===== config.mk =====
export PLATFORM = sky130hd
export DESIGN_NAME = uart_tx_fifo_drain
export DESIGN_NICKNAME = d
export VERILOG_FILES = /design/src/rtl/uart_tx_fifo_drain.sv
export SDC_FILE = /design/constraint.sdc
export NUM_CORES = 1
export LEC_CHECK = 0
export BUFFER_PORTS_ARGS = -buffer_cell sky130_fd_sc_hd__buf_2
export CAP_MARGIN = 25
export CORE_MARGIN = 2
export CORE_UTILIZATION = 51
export DETAILED_ROUTE_END_ITERATION = 10
export PLACE_DENSITY_LB_ADDON = 0.1
export SYNTH_ARGS = -nofsm -noshare
export SYNTH_HDL_FRONTEND = slang
export SYNTH_SLANG_ARGS = --single-unit

===== constraint.sdc =====
create_clock -name clk -period 1.94 [get_ports clk]
set_clock_uncertainty 0.1 [all_clocks]
set_input_delay 0.097 -clock clk [delete_from_list [all_inputs] [get_ports clk]]
set_output_delay 0.097 -clock clk [all_outputs]
set_load 0.05 [all_outputs]

===== src/rtl/uart_tx_fifo_drain.sv =====
// UART transmitter draining a first-word-fall-through byte FIFO onto the TX pin.
// Each frame has a start bit, 8 data bits sent LSB first, an optional parity bit and a stop bit.
module uart_tx_fifo_drain #(
    parameter int CLKS_PER_BIT = 434,
    parameter int PARITY       = 0
) (
    input  logic       clk,
    input  logic       reset,
    input  logic [7:0] fifo_data,
    input  logic       fifo_empty,
    output logic       fifo_pop,
    output logic       tx,
    output logic       busy
);
    localparam int CNT_W = (CLKS_PER_BIT > 1) ? $clog2(CLKS_PER_BIT) : 1;
    localparam logic [CNT_W-1:0] BAUD_LAST = CNT_W'(CLKS_PER_BIT - 1);
    localparam logic [CNT_W-1:0] BAUD_ONE  = CNT_W'(1);
    localparam logic [CNT_W-1:0] BAUD_ZERO = CNT_W'(0);

    typedef enum logic [2:0] {
        ST_IDLE   = 3'd0,
        ST_START  = 3'd1,
        ST_DATA   = 3'd2,
        ST_PARITY = 3'd3,
        ST_STOP   = 3'd4
    } state_t;

    state_t           state_q, state_d;
    logic [CNT_W-1:0] baud_q, baud_d;
    logic [2:0]       bit_q, bit_d;
    logic [7:0]       shift_q, shift_d;
    logic             tx_q, tx_d;
    logic             busy_q, busy_d;
    logic             pop_q, pop_d;
    logic             baud_last_s;
    logic [2:0]       bit_next_s;

    // Parity bit for the configured mode: even -> XOR of the byte, odd -> its inverse.
    function automatic logic parity_of(input logic [7:0] b);
        logic p;
        p = ^b;
        if (PARITY == 2) begin
            return ~p;
        end else begin
            return p;
        end
    endfunction

    // Next-state, next-output and counter logic for the frame sequencer.
    always_comb begin
        state_d     = state_q;
        baud_d      = baud_q;
        bit_d       = bit_q;
        shift_d     = shift_q;
        tx_d        = tx_q;
        busy_d      = busy_q;
        pop_d       = 1'b0;
        baud_last_s = (baud_q == BAUD_LAST);
        bit_next_s  = bit_q + 3'd1;

        case (state_q)
            ST_IDLE: begin
                baud_d = BAUD_ZERO;
                bit_d  = 3'd0;
                tx_d   = 1'b1;
                if (!fifo_empty) begin
                    shift_d = fifo_data;
                    tx_d    = 1'b0;
                    busy_d  = 1'b1;
                    pop_d   = 1'b1;
                    state_d = ST_START;
                end else begin
                    busy_d  = 1'b0;
                end
            end

            ST_START: begin
                if (baud_last_s) begin
                    baud_d  = BAUD_ZERO;
                    bit_d   = 3'd0;
                    tx_d    = shift_q[0];
                    state_d = ST_DATA;
                end else begin
                    baud_d  = baud_q + BAUD_ONE;
                end
            end

            ST_DATA: begin
                if (baud_last_s) begin
                    baud_d = BAUD_ZERO;
                    bit_d  = bit_next_s;
                    if (bit_q == 3'd7) begin
                        if (PARITY != 0) begin
                            tx_d    = parity_of(shift_q);
                            state_d = ST_PARITY;
                        end else begin
                            tx_d    = 1'b1;
                            state_d = ST_STOP;
                        end
                    end else begin
                        tx_d = shift_q[bit_next_s];
                    end
                end else begin
                    baud_d = baud_q + BAUD_ONE;
                end
            end

            ST_PARITY: begin
                if (baud_last_s) begin
                    baud_d  = BAUD_ZERO;
                    tx_d    = 1'b1;
                    state_d = ST_STOP;
                end else begin
                    baud_d  = baud_q + BAUD_ONE;
                end
            end

            ST_STOP: begin
                if (baud_last_s) begin
                    baud_d = BAUD_ZERO;
                    bit_d  = 3'd0;
                    // A waiting byte starts the next frame on this edge with no idle gap.
                    if (!fifo_empty) begin
                        shift_d = fifo_data;
                        tx_d    = 1'b0;
                        busy_d  = 1'b1;
                        pop_d   = 1'b1;
                        state_d = ST_START;
                    end else begin
                        tx_d    = 1'b1;
                        busy_d  = 1'b0;
                        state_d = ST_IDLE;
                    end
                end else begin
                    baud_d = baud_q + BAUD_ONE;
                end
            end

            default: begin
                baud_d  = BAUD_ZERO;
                bit_d   = 3'd0;
                tx_d    = 1'b1;
                busy_d  = 1'b0;
                state_d = ST_IDLE;
            end
        endcase
    end

    // State and registered outputs, with synchronous reset back to an idle line.
    always_ff @(posedge clk) begin
        if (reset) begin
            state_q <= ST_IDLE;
            baud_q  <= BAUD_ZERO;
            bit_q   <= 3'd0;
            shift_q <= 8'h00;
            tx_q    <= 1'b1;
            busy_q  <= 1'b0;
            pop_q   <= 1'b0;
        end else begin
            state_q <= state_d;
            baud_q  <= baud_d;
            bit_q   <= bit_d;
            shift_q <= shift_d;
            tx_q    <= tx_d;
            busy_q  <= busy_d;
            pop_q   <= pop_d;
        end
    end

    assign tx       = tx_q;
    assign busy     = busy_q;
    assign fifo_pop = pop_q;

endmodule


Word-level counts from Yosys, hierarchy flattened
Cells that the tools add are included.

cells by class
  order comparisons = 1
  eq/ne operators = 13
  div/mod/pow operators = 0
  multiplexer cells = 28
  add/subtract/negate cells = 2
  reductions and logical operators = 11
  shift-type cells = 0
  bitwise operators = 3
  $mul = 0

operators with widths
  kind                 count
  $mux 3               8
  $mux 8               2
  $pmux 8 s2           1
  $pmux 3 s5           1
  $ne 2x2->1 const B   6
  $mux 1               11
  $add 9x1->9 const B  1
  $eq 9x9->1 const B   1
  $pmux 3 s3           1
  $eq 3x2->1 const B   2
  $eq 3x3->1 const B   2
  $reduce_and 6->1     1
  $reduce_or 3->1      2
  $pmux 1 s5           1
  $lt 3x4->1 const B   1
  $reduce_and 2->1     2
  $reduce_and 4->1     1
  $reduce_or 4->1      1
  $add 3x1->3 const B  1
  $bmux 1 s3           1
  $eq 3x1->1 const B   1
  $logic_not 3->1      1
  $not 1->1            3
  $pmux 1 s3           1
  other kinds (5)      5

word-level totals
  bits in writable memories = 0
  memories kept = 0
  register bits after elaboration = 26
  ROM bits = 0
  latch bits = 0
  word-level logic and storage cells = 65
  bits of input ports = 11

Depth between registers and ports, before layout
  word-level depth = 6
  mapped depth = 7

Least setup slack after synthesis
No wires, ideal clock.

  path type = register to register
  start = register baud_q[3]
  end = register state_q[1]
  required time = 1.719 ns
  setup time = 0.121 ns
  stages on the path, launching flop included = 5
  arrival = 1.588 ns
  path buffers = 0
  path slack = 0.131 ns
  path through = dfxtp_1 or4b_4 o311ai_4 nand3b_4 mux2_4

between the ends
  word-level cells in the longest chain between the ends = 3
  elaborated cells between the ends (all ways) = 6
  classes of those cells = eq/ne (5); reduce/logical (1)

ends and longest elaborated chain
  element                         line  source
  start, declared                 29    logic [CNT_W-1:0] baud_q, baud_d;
  start signal, assigned          161   baud_q <= baud_d;
  $eq 9x9->1 (*)                  58    baud_last_s = (baud_q == BAUD_LAST);
  $ne 2x2->1 (no line)            --
  $reduce_and 6->1 (no line) (*)  --
  end signal, assigned            160   state_q <= state_d;
  end, declared                   28    state_t state_q, state_d;

Every way passes the cells marked *; elsewhere a longest branch is shown, timed or not.
A chain may end at the register's enable or synchronous reset.

Worst setup path in the final report
Same ends and word-level chain as after synthesis.

==> run_results.csv <==
group,metric,value,unit
status,outcome,"complete, no violations",
timing,rsz0062_at_grt,"no",
die,start_util,0.531,
finish,final_core_util,0.645,
route,first_iter_violations,41,
timing,max_slew_margin,0.755,
synth,synth_top_area_frac,0.403,
worst_hold_path,min_path_type,"primary input to flip-flop",
critical_path,crit_path_max_fanout,5,
place,placed_area,1430,um^2
finish,multi_input_area,754,um^2
clock_tree,clk_path_buf_depth,2,
route,wl,2.97,mm
critical_path,cp-start-kind,"flip-flop",
die,rows,18,
place,place_hpwl,2.15,mm
timing,setup_tns,0,ns
synth,synthArstFlopShare,0,
synth,syn_inst,148,
synth,ys_types,37,
clock_tree,cts_buffers,3,
place,gp_congestion,0.735,
synth,ys_seq_area_frac,0.403,
critical_path,crit_family,"simple AND/OR/NAND/NOR gates",
route,drc,0,
synth,synth_seq_cells,26,
clock_tree,post_cts_buffers,0,
timing,hold_viol,0,
timing,fin_crit_sh,0.986,
clock_tree,worst_skew_pair.late_latency,0.32,ns
synth,syn_area_per_cell,8.72,um^2
die,core-area,2430,um^2
critical_path,crit_slowest_cell,"or4b_4",
place,placed_cells,193,
finish,seq_area,520,um^2
critical_path,critPathKind,"flip-flop to flip-flop",
synth,ys_warn_count,0,
route,ant_nets,0,
critical_path,critPathMaxStageDelay,0.60,ns
route,vias,1190,
synth,synth_nets,163,
flow_run,maxCapViolCount,0,
finish,fillers,210,
finish,n_antenna_cell,0,
critical_path,worst-path-buf-inv,0,
clock_tree,cts_root_buf,"clkbuf_4",
route,drt-pass1-iter-count,4,
critical_path,crit_chain,"or4b_4 -> o311ai_4 -> nand3b_4 -> mux2_4",
global_route,grt_max_degree,22,
synth,synth_top_area_cell,"dfxtp_1",
route,wire_per_inst,14.5,um
global_route,antenna_found_initial,0,
power_and_ir_drop,peakVddDrop,0.385,mV
timing,holdWs,0.0497,ns
finish,final_area,1570,um^2
synth,yosys-top-cells-area,"dfxtp_1, nor2_1, a21oi_1",
finish,final_common_cell,"dfxtp_1",
critical_path,endpoint_kind,"flip-flop",
clock_tree,htree_levels,1,
finish,drive_above_1_share,0.194,
global_route,grt_pass1_vias,1116,
global_route,track_usage,0.223,
timing,report.final.slew_viol_count,0,
synth,synth_flop_cell,"dfxtp_1",
global_route,grt-ovfl-total,0,
die,fp.dieArea,2950,um^2
global_route,grt_pass1_wl,4.76,mm
die,pin_count,14,
timing,setup_viol,0,
finish,layout.cells.non_filler,205,
timing,finalCriticalPeriod,1.91,ns
place,io_buffers,13,
synth,syn-cell-area,1290,um^2
power_and_ir_drop,power.density,676,nW/um^2
critical_path,critical_path_arrival,2.03,ns
power_and_ir_drop,leakage,0.596,nW
clock_tree,cts_tree,"built",
timing,tightestPinTransition,0.367,ns
finish,layout.nets,191,
critical_path,cp.required,2.06,ns
clock_tree,cts.sinks,26,
finish,final_cell_mix,"dfxtp_1, nor2_1, a21oi_1, nand3_1, buf_2",
synth,synth_edf_count,0,
clock_tree,cts.clk_slew.worst_paths,0.15,ns
finish,syn_to_final_growth,21.5,%
timing,fmax,523,MHz
die,dieHeight,54.3,um
die,dieWidth,54.3,um
route,vias_per_cell,5.80,
synth_stat cells (2+ instances only):
| library cell | n |
|---|---|
| a21oi_1 | 14 |
| clkbuf_1 | 5 |
| dfxtp_1 | 26 |
| ha_1 | 4 |
| inv_1 | 4 |
| mux2i_1 | 4 |
| nand2_1 | 3 |
| nand2b_1 | 3 |
| nand3_1 | 13 |
| nand3b_1 | 2 |
| nand4_1 | 2 |
| nor2_1 | 21 |
| nor3_1 | 4 |
| nor3b_1 | 2 |
| o21ai_0 | 10 |
| o31ai_1 | 4 |
| or3_1 | 2 |
| xnor2_1 | 6 |
cell families (layout without fill, tap and decap cells):
logic type      after synthesis  in the layout  synth area share
compound gates               37             37             0.189
xor+xnor                      7              7            0.0475
fa+ha+maj                     4              4            0.0388
buf+inv                      10             37            0.0300
flops                        26             26             0.403
mux                           5              5            0.0426
simple gates                 59             59             0.249
worst register-to-register path: stages, from the launching register on:
cell and delay (ns):
dfxtp_1 0.38, or4b_4 0.60, o311ai_4 0.31, nand3b_4 0.12, mux2_4 0.31
cell type report:
type | instances | share of cell area
clock buffer | 4 | 0.0231
multi-input combinational | 112 | 0.481
timing repair buffer | 29 | 0.131
tap | 30 | 0.0239
sequential | 26 | 0.332
inverter | 4 | 0.00957
metal layers:
layer	vias to the layer above	track usage	part of all wire
met5	-	0	0
met2	21	0.440	0.53
met1	575	0.243	0.42
met3	6	0.0328	0.036
li1	588	-	-
met4	0	0.0583	0.012
path summary, 6_finish.rpt:
path	from	endpoint	slack, ns	cells after the start
hold reg to reg	bit_q[1]	bit_q[1]	0.39	2
hold / removal	reset	fifo_pop	0.05	2
setup reg to reg	baud_q[3]	state_q[1]	0.03	4
setup / recovery	baud_q[3]	state_q[1]	0.03	4
where the power goes:
part / internal [mW] / switching [mW] / total, mW
clock: 0.115 / 0.165 / 0.280
combinational: 0.0802 / 0.117 / 0.197
sequential: 0.562 / 0.0214 / 0.583
state kept, by name, summed over array words and instances (netlist names):
signal / cells
baud_q: 9
bit_q: 3
busy: 1
fifo_pop: 1
shift_q: 8
state_q: 3
tx: 1
stage by stage:
step / total power, mW / setup WS, ns
finish: 1.06 / 0.0281
global route: 1.10 / 0.00148
CTS: 1.07 / 0.0398
detailed placement: 0.777 / 0.0667
global placement: 0.770 / 0.115
floorplan: 0.724 / 0.131
what timing repair did:
action	in CTS	in global routing
hold buffers	8	0
hold endpoints to repair	8	0
setup endpoints to repair	0	11
resized for setup	0	4
Note: power is estimated with default switching activity, not from simulation.
